File: src/rtl/serial_div_pkg.sv
// serial_div_pkg: shared widths, state encoding and counter width for serial_divider
package serial_div_pkg;
  localparam int N_W = 32;
  localparam int D_W = 16;
  localparam int CNT_W = $clog2(N_W);
  typedef enum logic [1:0] {IDLE, RUN, DONE} div_state_t;
endpackage

File: src/rtl/serial_divider_div_step.sv
// div_step: one combinational restoring-division step (shift in a dividend bit, trial subtract)
module div_step
  import serial_div_pkg::*;
#(
  parameter int D_W_P = D_W
) (
  input  logic [D_W_P-1:0] i_r,
  input  logic             i_n_msb,
  input  logic [D_W_P-1:0] i_d,
  output logic [D_W_P-1:0] o_r,
  output logic             o_q
);
  logic [D_W_P:0] w_shift;
  logic [D_W_P:0] w_diff;
  // Trial subtraction; the partial remainder after a successful subtract is always below the divisor
  always_comb begin
    w_shift = {i_r, i_n_msb};
    w_diff  = w_shift - {1'b0, i_d};
    o_q     = w_shift >= {1'b0, i_d};
    o_r     = o_q ? w_diff[D_W_P-1:0] : w_shift[D_W_P-1:0];
  end
endmodule

File: src/rtl/serial_divider.sv
// serial_divider: 32/16 restoring divider, one quotient bit per clock, start/done handshake.
// Optional SERIAL_DIV_ZERO_CHECK_EN: divisor 0 short-circuits to DONE and raises div_by_zero.
module serial_divider
  import serial_div_pkg::*;
#(
  parameter int N_W_P = N_W,
  parameter int D_W_P = D_W
) (
  input  logic             clk,
  input  logic             reset,
  input  logic             start,
  input  logic [N_W_P-1:0] dividend,
  input  logic [D_W_P-1:0] divisor,
  output logic [N_W_P-1:0] quotient,
  output logic [D_W_P-1:0] remainder,
  output logic             done,
  output logic             busy,
  output logic             div_by_zero
);
  localparam int C_W = $clog2(N_W_P);
  div_state_t       r_state, w_next;
  logic             r_start_q;
  logic [C_W-1:0]   r_count;
  logic [N_W_P-1:0] r_num;
  logic [D_W_P-1:0] r_den;
  logic [D_W_P-1:0] r_rem;
  logic [N_W_P-1:0] r_quot;
  logic [D_W_P-1:0] r_remout;
  logic             r_dbz;
  logic             w_accept;
  logic             w_last;
  logic             w_zero;
  logic [D_W_P-1:0] w_r;
  logic             w_q;

  div_step #(.D_W_P(D_W_P)) u_step (
    .i_r    (r_rem),
    .i_n_msb(r_num[N_W_P-1]),
    .i_d    (r_den),
    .o_r    (w_r),
    .o_q    (w_q)
  );

  // Handshake decode: only a fresh rising edge of start in IDLE launches an operation
  always_comb begin
    w_accept = (r_state == IDLE) && start && !r_start_q;
    w_last   = r_count == C_W'(N_W_P - 1);
`ifdef SERIAL_DIV_ZERO_CHECK_EN
    w_zero   = divisor == '0;
`else
    w_zero   = 1'b0;
`endif
  end

  // State register
  always_ff @(posedge clk or posedge reset) begin
    if (reset) r_state <= IDLE;
    else       r_state <= w_next;
  end

  // Next-state logic; DONE lasts exactly one cycle
  always_comb begin
    w_next = r_state;
    case (r_state)
      IDLE:    w_next = w_accept ? (w_zero ? DONE : RUN) : IDLE;
      RUN:     w_next = w_last ? DONE : RUN;
      default: w_next = IDLE;
    endcase
  end

  // Datapath: operand capture, one restoring step per RUN cycle, result latch on the final step
  always_ff @(posedge clk or posedge reset) begin
    if (reset) begin
      r_start_q <= 1'b0;
      r_count   <= '0;
      r_num     <= '0;
      r_den     <= '0;
      r_rem     <= '0;
      r_quot    <= '0;
      r_remout  <= '0;
      r_dbz     <= 1'b0;
    end else begin
      r_start_q <= start;
      if (w_accept) begin
        r_num   <= dividend;
        r_den   <= divisor;
        r_rem   <= '0;
        r_count <= '0;
        if (w_zero) begin
          r_quot   <= '1;
          r_remout <= dividend[D_W_P-1:0];
          r_dbz    <= 1'b1;
        end
      end else if (r_state == RUN) begin
        r_num   <= {r_num[N_W_P-2:0], w_q};
        r_rem   <= w_r;
        r_count <= r_count + 1'b1;
        if (w_last) begin
          r_quot   <= {r_num[N_W_P-2:0], w_q};
          r_remout <= w_r;
          r_dbz    <= 1'b0;
        end
      end
    end
  end

  // Outputs; div_by_zero is only meaningful alongside done
  always_comb begin
    quotient    = r_quot;
    remainder   = r_remout;
    done        = r_state == DONE;
    busy        = r_state != IDLE;
`ifdef SERIAL_DIV_ZERO_CHECK_EN
    div_by_zero = r_dbz;
`else
    div_by_zero = 1'b0 & r_dbz;
`endif
  end
endmodule

File: config.mk
export PLATFORM = sky130hd
export DESIGN_NAME = serial_divider
export DESIGN_NICKNAME = d
export VERILOG_FILES = /design/src/rtl/serial_div_pkg.sv /design/src/rtl/serial_divider_div_step.sv /design/src/rtl/serial_divider.sv
export SDC_FILE = /design/constraint.sdc
export NUM_CORES = 1
export LEC_CHECK = 0
export ABC_AREA = 1
export ABC_CLOCK_PERIOD_IN_PS = 10000
export CAP_MARGIN = 30
export CELL_PAD_IN_SITES_DETAIL_PLACEMENT = 1
export CELL_PAD_IN_SITES_GLOBAL_PLACEMENT = 1
export CORE_AREA = 5 5 129 131
export CTS_CLUSTER_SIZE = 8
export DETAILED_ROUTE_END_ITERATION = 8
export DIE_AREA = 0 0 134 136
export PLACE_DENSITY_LB_ADDON = 0.1
export SYNTH_ARGS = -nofsm -noshare
export SYNTH_HDL_FRONTEND = slang
export SYNTH_HIERARCHICAL = 1
export SYNTH_SLANG_ARGS = --single-unit
File: constraint.sdc
create_clock -name clk -period 10 [get_ports clk]
set_clock_uncertainty 0.05 [all_clocks]
set_input_delay 2.5 -clock clk [delete_from_list [all_inputs] [get_ports clk]]
set_output_delay 2.5 -clock clk [all_outputs]
set_load 0.1 [all_outputs]
==> results_dict.tcl <==
set metrics [dict create \
    gp_routability_congestion 0.7883 \
    min_to "r_den[5]" \
    layout-drive-gt1-share 0.07918 \
    worstHoldStart "r_den[5]" \
    met3_wirelength_um 672 \
    cpMaxStageDelayCell "clkdlybuf4s50_1" \
    drt-total-wl_um 18860 \
    rsz0062_at_grt "no" \
    synth_seq_cells 120 \
    final_common_cell "nand2_1" \
    rr_endpoint "r_rem[14]" \
    min_period_ps 4735 \
    whs_path_depth 2 \
    ant_nets 0 \
    clockBufferDepth 2 \
    drc_errors 0 \
    status "finished clean" \
    fp.dieH_um 136 \
    post_cts_buffers 0 \
    grt_pass1_wl_um 31910 \
    cts.htree.levels 4 \
    cts_made_buffers 17 \
    dr_total_vias 5789 \
    final_cell_mix "299 x nand2_1, 144 x nand3_1, 120 x dfrtp_1" \
    insertion_delay_ps 420 \
    drt_iter0_drc 282 \
    path_clk_slew_ps 60 \
    antenna_found_initial 0 \
    port_buffers 100 \
    regToRegStartpoint "r_rem[13]" \
    holdBufCountCts 0 \
    hold_viol_final 0 \
    maxSlewHeadroom 0.3139 \
    tightest_slew_ps 1026 \
    ys_warn_count 6 \
    synth_nets 891 \
    r2r_cells 12 \
    critPathTopFamily "buffers and inverters" \
    grt_pass1_vias 6471 \
    core_um2 15480 \
    start_util 0.4047 \
    routed.top_layer "met4" \
    cts_resized 0 \
    finalSetupViolations 0 \
    finalMaxSlewViolations 0 \
    wire_per_inst_um 16.93 \
    start_kind "register" \
    crit_buf_inv 2 \
    synthCells 821 \
    multi_input_area_um2 2725 \
    viasPerCell 5.197 \
    grt.total_usage 0.2180 \
    synth-async-reset-ratio 1.000 \
    grt-ovfl-total 0 \
    max_cap_violations 0 \
    fillers 1896 \
    synth-main-ff-cell "dfrtp_1" \
    wl_met2_um 9657 \
    cp_max_fo 3 \
    final-seq-area_um2 3003 \
    hpwl_um 12580 \
    die_area_um2 18220 \
    die_w_um 134 \
    first_pass_iters 4 \
    cts-root-buf "clkbuf_16" \
    synth_edf_count 0 \
    yosys.cell_types.count 28 \
    max_stage_delay_ps 1170 \
    synth_area_um2 6266 \
    reg2reg_slack_ps 7290 \
    cp_data_required_time_ps 7450 \
    fin_nets 979 \
    grt_max_degree 75 \
    fin_crit_sh 0.4735 \
    hold_path.class "reg -> reg" \
    timing.fmax_mhz 211.2 \
    end_kind "output port" \
    wl_met1_um 8198 \
    syn_avg_cell_area_um2 7.632 \
    rows 46 \
    path_cells "inv_1, nor2_1, clkdlybuf4s50_1" \
    arrival_ps 2180 \
    antenna_cells 0 \
    tritoncts "done" \
    clock-sinks 120 \
    yosysSeqAreaShare 0.4792 \
    areaGrowthSynthToFinish_pct 28.89 \
    critPathKind "reg -> out" \
    fin_tns_setup_ps 0 \
    io_pins 102 \
]
==> layout make-up <==
cell class                      instances  area share
Multi-Input combinational cell        575      0.3374
Tap cell                              192     0.02974
Sequential cell                       120      0.3718
Clock inverter                         11     0.02076
Clock buffer                           21     0.05825
Inverter                               85     0.03981
Timing Repair Buffer                  110      0.1422
==> routing by layer <==
metal | track usage | vias up
met3 | 0.05514 | 27
met5 | 0 | -
met1 | 0.2636 | 2906
met4 | 0.06743 | 0
met2 | 0.3835 | 94
li1 | - | 2762
==> metrics by stage <==
| step | worst slack (ps) | instances | cell area (um^2) | hold slack [ps] | util |
|---|---|---|---|---|---|
| 3_5_place_dp | 5403 | 1081 | 7411 | 409.2 | 0.4787 |
| 3_3_place_gp | 5525 | 1078 | 7336 | 410.2 | 0.4738 |
| 5_1_grt | 5181 | 1114 | 8077 | 459.6 | 0.5217 |
| 4_1_cts | 5241 | 1113 | 8049 | 423.1 | 0.5199 |
| 6_report | 5265 | 1114 | 8077 | 421.1 | 0.5217 |
| 2_1_floorplan | 4264 | 821 | 6266 | 391.9 | - |
==> logic make-up after synthesis <==
| group | Yosys count | share of synthesized area |
|---|---|---|
| AOI/OAI and AO/OA | 47 | 0.03794 |
| xor gates and xnor gates | 6 | 0.008387 |
| adders and majority gates | 19 | 0.03914 |
| buffers and inverters | 126 | 0.08866 |
| DFF | 120 | 0.4792 |
| other | 1 | 0.0005985 |
| and+or+nand+nor | 502 | 0.3460 |
==> state kept, by name, summed over array words and instances, names as in the netlist <==
signal and count:
r_state 2, r_num 32, remainder 16, r_start_q 1, quotient 32, r_den 16
r_count 5, r_rem 16
==> synth_stat cells (all sizes together) (4+ instances only) <==
| cell | number | area share |
|---|---|---|
| a21oi | 11 | 0.0088 |
| buf | 24 | 0.028 |
| clkbuf | 17 | 0.010 |
| dfrtp | 120 | 0.48 |
| ha | 18 | 0.036 |
| inv | 85 | 0.051 |
| nand2 | 314 | 0.19 |
| nand3 | 149 | 0.12 |
| nand4 | 4 | 0.0040 |
| nor2 | 28 | 0.019 |
| o21ai | 35 | 0.028 |
| xor2 | 5 | 0.0070 |
==> worst min-delay path, cell delays in order (launching register included) <==
cell and delay (ps):
dfrtp_1 340, nand2_1 50, nand2_1 50
==> how the worst max path moves through the flow <==
stage / startpoint / endpoint / slack (ps) / depth (start not counted)
2_1_floorplan: reset / quotient[0] / 4260 / 1
3_3_place_gp: start / r_count[2] / 5520 / 8
3_5_place_dp: start / r_count[1] / 5400 / 8
4_1_cts: r_state[1] / done / 5240 / 3
5_1_grt: r_state[1] / done / 5180 / 3
6_report: r_state[1] / done / 5270 / 3
Power is not shown: default switching activity piles up to over one toggle a cycle in this logic, so the estimate is an artifact.
